## config.mk

```make
export PLATFORM = sky130hd
export DESIGN_NAME = src_arbiter
export DESIGN_NICKNAME = d
export VERILOG_FILES = /design/src/rtl/src_arbiter.sv
export SDC_FILE = /design/constraint.sdc
export NUM_CORES = 1
export LEC_CHECK = 0
export BUFFER_PORTS_ARGS = -buffer_cell sky130_fd_sc_hd__buf_2
export CORE_MARGIN = 1
export CORE_UTILIZATION = 38
export CTS_CLUSTER_SIZE = 10
export DETAILED_ROUTE_END_ITERATION = 10
export GPL_ROUTABILITY_DRIVEN = 0
export HOLD_SLACK_MARGIN = 0.06
export PLACE_DENSITY_LB_ADDON = 0.2
export SLEW_MARGIN = 20
export SYNTH_ARGS = -nofsm -noshare
export SYNTH_HDL_FRONTEND = slang
export SYNTH_SLANG_ARGS = --single-unit
```

## constraint.sdc

```tcl
create_clock -name clk -period 1.99 [get_ports clk]
set_clock_uncertainty 0.05 [all_clocks]
set_input_delay 0.0995 -clock clk [delete_from_list [all_inputs] [get_ports clk]]
set_output_delay 0.0995 -clock clk [all_outputs]
set_load 0.01 [all_outputs]
```

## src/rtl/src_arbiter.sv

```systemverilog
// Round-robin arbiter that shares one NoC router injection port among NUM_SRC sources.
// Each grant allows a burst of up to MAX_BURST flits and then costs one arbitration bubble.
module src_arbiter #(
    parameter int WIDTH        = 32,
    parameter int N            = 16,
    parameter int N_ADDR_WIDTH = $clog2(N),
    parameter int NUM_SRC      = 4,
    parameter int MAX_BURST    = 4
) (
    input  logic                            clk,
    input  logic                            rst,
    input  logic [NUM_SRC*WIDTH-1:0]        src_data_in,
    input  logic [NUM_SRC*N_ADDR_WIDTH-1:0] src_dest_in,
    input  logic [NUM_SRC-1:0]              src_valid_in,
    output logic [NUM_SRC-1:0]              src_ready_out,
    output logic [WIDTH-1:0]                data_out,
    output logic [N_ADDR_WIDTH-1:0]         dest_out,
    output logic                            valid_out,
    input  logic                            ready_in,
    output logic [NUM_SRC-1:0]              grant_out
);

    localparam int PTR_W = (NUM_SRC > 1) ? $clog2(NUM_SRC) : 1;
    localparam int CNT_W = $clog2(MAX_BURST + 1);
    localparam logic [NUM_SRC-1:0] ONE_HOT0   = {{(NUM_SRC-1){1'b0}}, 1'b1};
    localparam logic [PTR_W-1:0]   LAST_SRC   = PTR_W'(NUM_SRC - 1);
    localparam logic [CNT_W-1:0]   BURST_LAST = CNT_W'(MAX_BURST);

    typedef enum logic [0:0] {
        IDLE  = 1'b0,
        GRANT = 1'b1
    } state_t;

    state_t                  state_r, state_nxt_s;
    logic [NUM_SRC-1:0]      grant_r, grant_nxt_s;
    logic [PTR_W-1:0]        rr_ptr_r, rr_ptr_nxt_s;
    logic [CNT_W-1:0]        burst_cnt_r, burst_cnt_nxt_s, burst_inc_s;
    logic [WIDTH-1:0]        data_r;
    logic [N_ADDR_WIDTH-1:0] dest_r;
    logic                    valid_r;

    logic                    slot_free_s;
    logic                    sel_valid_s;
    logic [WIDTH-1:0]        sel_data_s;
    logic [N_ADDR_WIDTH-1:0] sel_dest_s;
    logic                    xfer_s;
    logic                    win_found_s;
    logic [PTR_W-1:0]        win_idx_s;

    // While granted, rr_ptr_r holds the owner index, so it doubles as the source mux select.
    assign sel_valid_s = src_valid_in[rr_ptr_r];
    assign sel_data_s  = src_data_in[int'(rr_ptr_r)*WIDTH +: WIDTH];
    assign sel_dest_s  = src_dest_in[int'(rr_ptr_r)*N_ADDR_WIDTH +: N_ADDR_WIDTH];

    assign slot_free_s   = ~valid_r | ready_in;
    assign xfer_s        = (state_r == GRANT) & slot_free_s & sel_valid_s;
    assign src_ready_out = ((state_r == GRANT) && slot_free_s) ? grant_r : {NUM_SRC{1'b0}};
    assign burst_inc_s   = burst_cnt_r + CNT_W'(1);

    assign data_out  = data_r;
    assign dest_out  = dest_r;
    assign valid_out = valid_r;
    assign grant_out = grant_r;

    // Round-robin search: scan downwards so the closest requester after rr_ptr_r wins.
    always_comb begin
        win_found_s = 1'b0;
        win_idx_s   = {PTR_W{1'b0}};
        for (int k = NUM_SRC; k >= 1; k--) begin
            win_found_s = src_valid_in[(int'(rr_ptr_r) + k) % NUM_SRC] ? 1'b1 : win_found_s;
            win_idx_s   = src_valid_in[(int'(rr_ptr_r) + k) % NUM_SRC] ?
                          PTR_W'((int'(rr_ptr_r) + k) % NUM_SRC) : win_idx_s;
        end
    end

    // Next-state logic for the grant FSM, round-robin pointer and burst counter.
    always_comb begin
        state_nxt_s     = state_r;
        grant_nxt_s     = grant_r;
        rr_ptr_nxt_s    = rr_ptr_r;
        burst_cnt_nxt_s = burst_cnt_r;
        case (state_r)
            IDLE: begin
                if (win_found_s) begin
                    state_nxt_s     = GRANT;
                    grant_nxt_s     = ONE_HOT0 << win_idx_s;
                    rr_ptr_nxt_s    = win_idx_s;
                    burst_cnt_nxt_s = {CNT_W{1'b0}};
                end else begin
                    state_nxt_s = IDLE;
                    grant_nxt_s = {NUM_SRC{1'b0}};
                end
            end
            GRANT: begin
                if (slot_free_s) begin
                    if (sel_valid_s) begin
                        burst_cnt_nxt_s = burst_inc_s;
                        if (burst_inc_s == BURST_LAST) begin
                            state_nxt_s = IDLE;
                            grant_nxt_s = {NUM_SRC{1'b0}};
                        end else begin
                            state_nxt_s = GRANT;
                        end
                    end else begin
                        state_nxt_s = IDLE;
                        grant_nxt_s = {NUM_SRC{1'b0}};
                    end
                end else begin
                    // Router stall freezes the grant; release is only evaluated once the slot frees.
                    state_nxt_s = GRANT;
                end
            end
            default: begin
                state_nxt_s     = IDLE;
                grant_nxt_s     = {NUM_SRC{1'b0}};
                burst_cnt_nxt_s = {CNT_W{1'b0}};
            end
        endcase
    end

    // Arbitration state registers.
    always_ff @(posedge clk or posedge rst) begin
        if (rst) begin
            state_r     <= IDLE;
            grant_r     <= {NUM_SRC{1'b0}};
            rr_ptr_r    <= LAST_SRC;
            burst_cnt_r <= {CNT_W{1'b0}};
        end else begin
            state_r     <= state_nxt_s;
            grant_r     <= grant_nxt_s;
            rr_ptr_r    <= rr_ptr_nxt_s;
            burst_cnt_r <= burst_cnt_nxt_s;
        end
    end

    // Router-side output register: loads on a source transfer, holds while the router stalls.
    always_ff @(posedge clk or posedge rst) begin
        if (rst) begin
            valid_r <= 1'b0;
            data_r  <= {WIDTH{1'b0}};
            dest_r  <= {N_ADDR_WIDTH{1'b0}};
        end else if (xfer_s) begin
            valid_r <= 1'b1;
            data_r  <= sel_data_s;
            dest_r  <= sel_dest_s;
        end else if (ready_in) begin
            valid_r <= 1'b0;
        end else begin
            valid_r <= valid_r;
        end
    end

endmodule

```

# Word-level counts from Yosys, hierarchy flattened

Index checks and enable logic that the tools add are counted.

Div/mod/pow operators: 0
Reduce and logical (&&, ||, !) cells: 9
$add $sub $neg: 5
Equality and inequality tests: 5
Multiplexer cells: 39
Multipliers: 0
Shifts and indexed selects: 3
Bitwise operators: 9
Magnitude comparators: 5

Operators by type and width:

| operator              | number |
|---|---|
| $shiftx A128 B8 Y32   | 1 |
| $mux W4               | 5 |
| $mux W1               | 19 |
| $lt A3 B4 Y1 const B  | 4 |
| $shiftx A16 B5 Y4     | 1 |
| $bmux W1 S2           | 5 |
| $mux W3               | 3 |
| $mux W2               | 4 |
| $pmux W4 S2           | 1 |
| $reduce_or A2 Y1      | 4 |
| $pmux W3 S2           | 1 |
| $add A2 B1 Y2 const B | 2 |
| $add A2 B2 Y2 const B | 2 |
| $and A1 B1 Y1 const A | 4 |
| $ne A2 B1 Y1 const B  | 2 |
| $reduce_and A2 Y1     | 2 |
| $shl A1 B2 Y4 const A | 1 |
| $add A3 B1 Y3 const B | 1 |
| $eq A3 B3 Y1 const B  | 1 |
| $lt A2 B3 Y1 const B  | 1 |
| $ne A3 B2 Y1 const B  | 1 |
| $reduce_and A3 Y1     | 1 |
| $and A1 B1 Y1         | 2 |
| $ne A2 B2 Y1 const B  | 1 |
| 5 further kinds       | 6 |

Bits in latches: 0
Bits of input ports: 151
Memories kept: 0
Word-level logic and storage cells: 82
Register bits: 47
ROM bits: 0
Bits in writable memories: 0
Output and inout port bits: 45

# Logic depth before layout (Yosys ltp)

Depth after elaboration: 13
Gate-level depth with buffers: 6
Gate-level depth less buffers: 5

# Worst setup path before layout

OpenSTA, ideal clock, no wires.

Path kind: reg-to-reg
Start: register rr_ptr_r[0]
End: register data_r[27] (netlist: data_out[27])
Setup time: 0.125 ns
Required time: 1.815 ns
Cell stages (with the launch flop): 5
Data arrival time: 1.780 ns
Path buffers: 2
Period minus slack after synthesis: 1.954 ns
Slack: 0.036 ns
Cell sequence: dfstp_2 -> buf_6 -> buf_2 -> mux4_1 -> mux2_2

Cells in the longest elaborated chain, start to end: 3
Elaborated cells on any way between the ends: 4
Those cells by class: 1 x shift; 2 x mux; 1 x bitwise

RTL lines:

| element                                                                     | RTL line | text |
|---|---|---|
| start, declared                                                             | 36       | `logic [PTR_W-1:0] rr_ptr_r, rr_ptr_nxt_s;` |
| start signal, assigned                                                      | 131      | `rr_ptr_r <= rr_ptr_nxt_s;` |
| parallel branches: the longest is 3 deep, another holds $shiftx A128 B8 Y32 | n/a      |  |
| end signal, assigned                                                        | 140      | `data_r <= {WIDTH{1'b0}};` |
| end signal, assigned                                                        | 144      | `data_r <= sel_data_s;` |
| end, declared                                                               | 38       | `logic [WIDTH-1:0] data_r;` |

Several ways; the timed one is not identified. The select of a mux whose other input is x is not followed.
A chain may end at the register's enable or synchronous reset.

# Worst setup path in the final report

Start: register rr_ptr_r[0]
End: register dest_r[3] (netlist: dest_out[3])

Cells in the longest elaborated chain, start to end: 3
Elaborated cells on any way between the ends: 4
Those cells by class: 1 x shift; 2 x mux; 1 x bitwise

RTL lines:

| element                                                                   | RTL line | text |
|---|---|---|
| parallel branches: the longest is 3 deep, another holds $shiftx A16 B5 Y4 | n/a      |  |
| end signal, assigned                                                      | 141      | `dest_r <= {N_ADDR_WIDTH{1'b0}};` |
| end signal, assigned                                                      | 145      | `dest_r <= sel_dest_s;` |
| end, declared                                                             | 39       | `logic [N_ADDR_WIDTH-1:0] dest_r;` |

Several ways; the timed one is not identified. The select of a mux whose other input is x is not followed.

==> flow_summary_export.csv <==
group,metric,value,unit
status,status,"completed",
floorplan,die_width,88.2,µm
synthesis,synth_xor_area_share,0.310,%
detailed_routing,wl_per_cell,16.2,µm
clock_network,cts_buffers,5,
synthesis,synth_area_leaders,"dfrtp_1 40%, mux4_2 26%, mux2_1 10%",
cells_and_area,final_area,4090,µm²
critical_path,max_stage_delay,0.58,ns
timing,tightest_slew,0.506,ns
synthesis,synth_edf_count,0,
detailed_routing,route.detailed.drc,0,
critical_path,critical_path.cell_chain,"mux4_2 -> nand3_4 -> buf_12 -> mux2_1",
synthesis,synth_top_family_by_area,"multiplexers",
synthesis,ys_types,31,
critical_path,critPathBufInv,1,
synthesis,synth_mux_area_share,44.8,%
detailed_routing,drt_wl_total,7810,µm
critical_path,worstPathArrival,2.07,ns
timing,post-route-min-period,1.94,ns
clock_network,clkTransAtPathRegs,0.09,ns
timing,slew_headroom,66.2,%
synthesis,syn-num-nets,334,
synthesis,avgSynthCellArea,15.6,µm²
detailed_routing,antenna_left,0,
critical_path,cp_max_fo,15,
critical_path,cp_slowest_cell,"dfstp_2",
floorplan,fp.dieH,88.2,µm
worst_hold_path,holdCritPathClass,"in2reg",
timing,fin_crit_sh,97.6,%
clock_network,clock_sinks,47,
critical_path,crit_type,"reg2reg",
synthesis,synthDominantCellAreaShare,39.9,%
synthesis,yosysWarningCount,0,
job,drv_cap,0,
synthesis,synthFlopType,"dfrtp_1",
synthesis,synth-simple-area-share,4.39,%
synthesis,asyncSetResetFlopFracSynth,100,%
grt,grt_max_degree,27,
cells_and_area,area_delta_synth_final,44.8,%
synthesis,yosys-top-cells-count,"45 x dfrtp_1, 33 x mux4_2, 26 x mux2_1, 10 x mux2_2",
power_and_ir_drop,power_density,1370,nW/µm²
synthesis,synth_most_common_cell,"dfrtp_1",
worst_hold_path,holdPathEnd,"data_out[24]$_DFFE_PP0P_",
power_and_ir_drop,power.total,5.61,mW
critical_path,r2r-end,"dest_out[3]$_DFFE_PP0P_",
critical_path,r2r_start,"rr_ptr_r[0]$_DFFE_PP1P_",
power_and_ir_drop,p_leak,2.03,nW
synthesis,yosys.area_share.adder,0.887,%
worst_hold_path,worstHoldStart,"src_data_in[120]",
timing,fmax,0.515,GHz
synthesis,seq_area_frac_synth,41.8,%
cells_and_area,final_core_util,56.6,%
timing,rsz0062_at_grt,"yes",
floorplan,coreArea,7210,µm²
floorplan,initial_utilization,39.1,%
synthesis,synth-compound-area-share,4.66,%
grt,first_global_vias,2450,
critical_path,rr_worst_depth,4,
timing,slew_violations,0,
critical_path,rrSetupSlack,0.05,ns
worst_hold_path,hold_depth,3,
detailed_routing,drtIter0Drc,52,
critical_path,cp.required,2.12,ns
synthesis,synthCells,181,
critical_path,endpoint_kind,"register",
synthesis,yosysTopAreaCell,"dfrtp_1",
clock_network,clk_latency,0.29,ns
cells_and_area,finalNetCount,535,
clock_network,cts_tree,"built",
placed_design,io_buffers,195,
synthesis,ys_seq_elements,47,
synthesis,synth.cell_area,2820,µm²
timing,finalHoldViolCount,0,
placed_design,dpl_cell_area,3970,µm²
power_and_ir_drop,irDropWorstVdd,689,µV
cells_and_area,drive_gt1_share,68.7,%
detailed_routing,vias,2470,
placed_design,place_worst_setup_slack,0.0548,ns
floorplan,dieArea,7770,µm²
grt,grt-ovfl-total,0,
clock_network,htreeDepth,2,
cells_and_area,antenna_cells,0,
detailed_routing,vias_per_cell,5.12,
floorplan,io_pins,196,
placed_design,dp_hpwl,6360,µm
floorplan,rows,31,
clock_network,cts-root-buf,"clkbuf_8",
timing,timing.final.ws_setup,0.0479,ns
timing,whs,0.177,ns
grt,grtUsageTotal,19.8,%
clock_network,clockBufferDepth,2,
critical_path,crit_path_start_kind,"register",
timing,finalSetupViolCount,0,
critical_path,path_delay_family,"multiplexers",
grt,antenna_found_initial,0,
grt,grt_pass1_wl,11600,µm
detailed_routing,drtPass1Iterations,4,
[flip-flops by register name, indices dropped and copies added, names as in the netlist]
name	count
burst_cnt_r	3
data_out	32
dest_out	4
grant_out	4
rr_ptr_r	2
state_r	1
valid_out	1
[cell families after synthesis]
kind of cell,Yosys count
adders and majority gates,2
xor gates and xnor gates,1
buffers and inverters,17
muxes,74
DFF,47
AOI/OAI and AO/OA,19
and+or+nand+nor,21
[placed cells by master, fill, tap and decap left out]
cell type and count:
inv_1 3, buf_2 195, buf_12 4, ha_1 2, nor3b_1 1, a211oi_2 1, mux4_1 4, nand3_4 1
a211o_1 1, inv_2 1, nand3_1 3, xor2_1 1, clkinv_2 3, dlygate4sd3_1 1, nor2_1 2, a21o_1 2
dfstp_2 2, o22a_1 1, mux4_2 33, a22o_1 2, nor3_1 1, clkbuf_8 5, mux2_1 25, o2bb2ai_1 3
mux2_2 10, o21ai_1 4, dfrtp_1 45, buf_6 1, o211ai_1 1, a21oi_1 4, nand2_1 4, buf_4 6
and3_1 4, mux2_4 1, mux2i_1 1, nand2b_1 5
[report_power, final]
| group | internal, mW | switching, mW | total, mW |
|---|---|---|---|
| combinational | 1.84 | 1.47 | 3.31 |
| sequential | 1.46 | 0.277 | 1.74 |
| clock | 0.241 | 0.319 | 0.561 |
| total | 3.54 | 2.07 | 5.61 |
[worst register-to-register path, delay by kind of cell (launching register included)]
kind | cells | cell delay (ns)
and+or+nand+nor | 1 | 0.16
DFF | 1 | 0.58
muxes | 2 | 0.89
buffers and inverters | 1 | 0.16
[worst max path at each step]
stage | startpoint | to | slack (ns) | cells after the start
2_1_floorplan | rr_ptr_r[0]$_DFFE_PP1P_ | data_out[27]$_DFFE_PP0P_ | 0.04 | 4
3_3_place_gp | rr_ptr_r[0]$_DFFE_PP1P_ | data_out[27]$_DFFE_PP0P_ | 0.08 | 4
3_5_place_dp | rr_ptr_r[0]$_DFFE_PP1P_ | dest_out[3]$_DFFE_PP0P_ | 0.05 | 4
4_1_cts | rr_ptr_r[0]$_DFFE_PP1P_ | dest_out[3]$_DFFE_PP0P_ | 0.04 | 4
5_1_grt | rr_ptr_r[0]$_DFFE_PP1P_ | dest_out[3]$_DFFE_PP0P_ | -0.009 | 4
6_report | rr_ptr_r[0]$_DFFE_PP1P_ | dest_out[3]$_DFFE_PP0P_ | 0.05 | 4
[cell type report]
cell class | instances | area [µm²]
clock buffer | 5 | 68.8
timing repair buffer | 207 | 1120
clock inverter | 3 | 15.0
sequential | 47 | 1180
tap | 99 | 124
multi-input combinational | 117 | 1560
fill | 671 | 3130
inverter | 4 | 15.0
[metrics by stage]
| step | TNS [ns] | cells |
|---|---|---|
| after floorplan | 0 | 181 |
| after global placement | 0 | 472 |
| after detailed placement | 0 | 472 |
| after CTS | 0 | 481 |
| after global routing | -0.0517 | 482 |
| final | 0 | 482 |
[per-layer routing]
metal	GRT usage [%]	part of all wire, %	vias up
li1	-	-	1129
met3	4.34	7.7	12
met4	6.01	1.4	0
met2	34.6	51	116
met5	0	0	-
met1	24.6	40	1213
[what timing repair did]
action	4_1_cts	5_1_grt
hold buffers	1	0
hold endpoints to repair	19	0
endpoints found under the setup margin	0	4
gates resized for setup	0	3
setup buffers	0	1
Power figures use the tool's default switching activity.
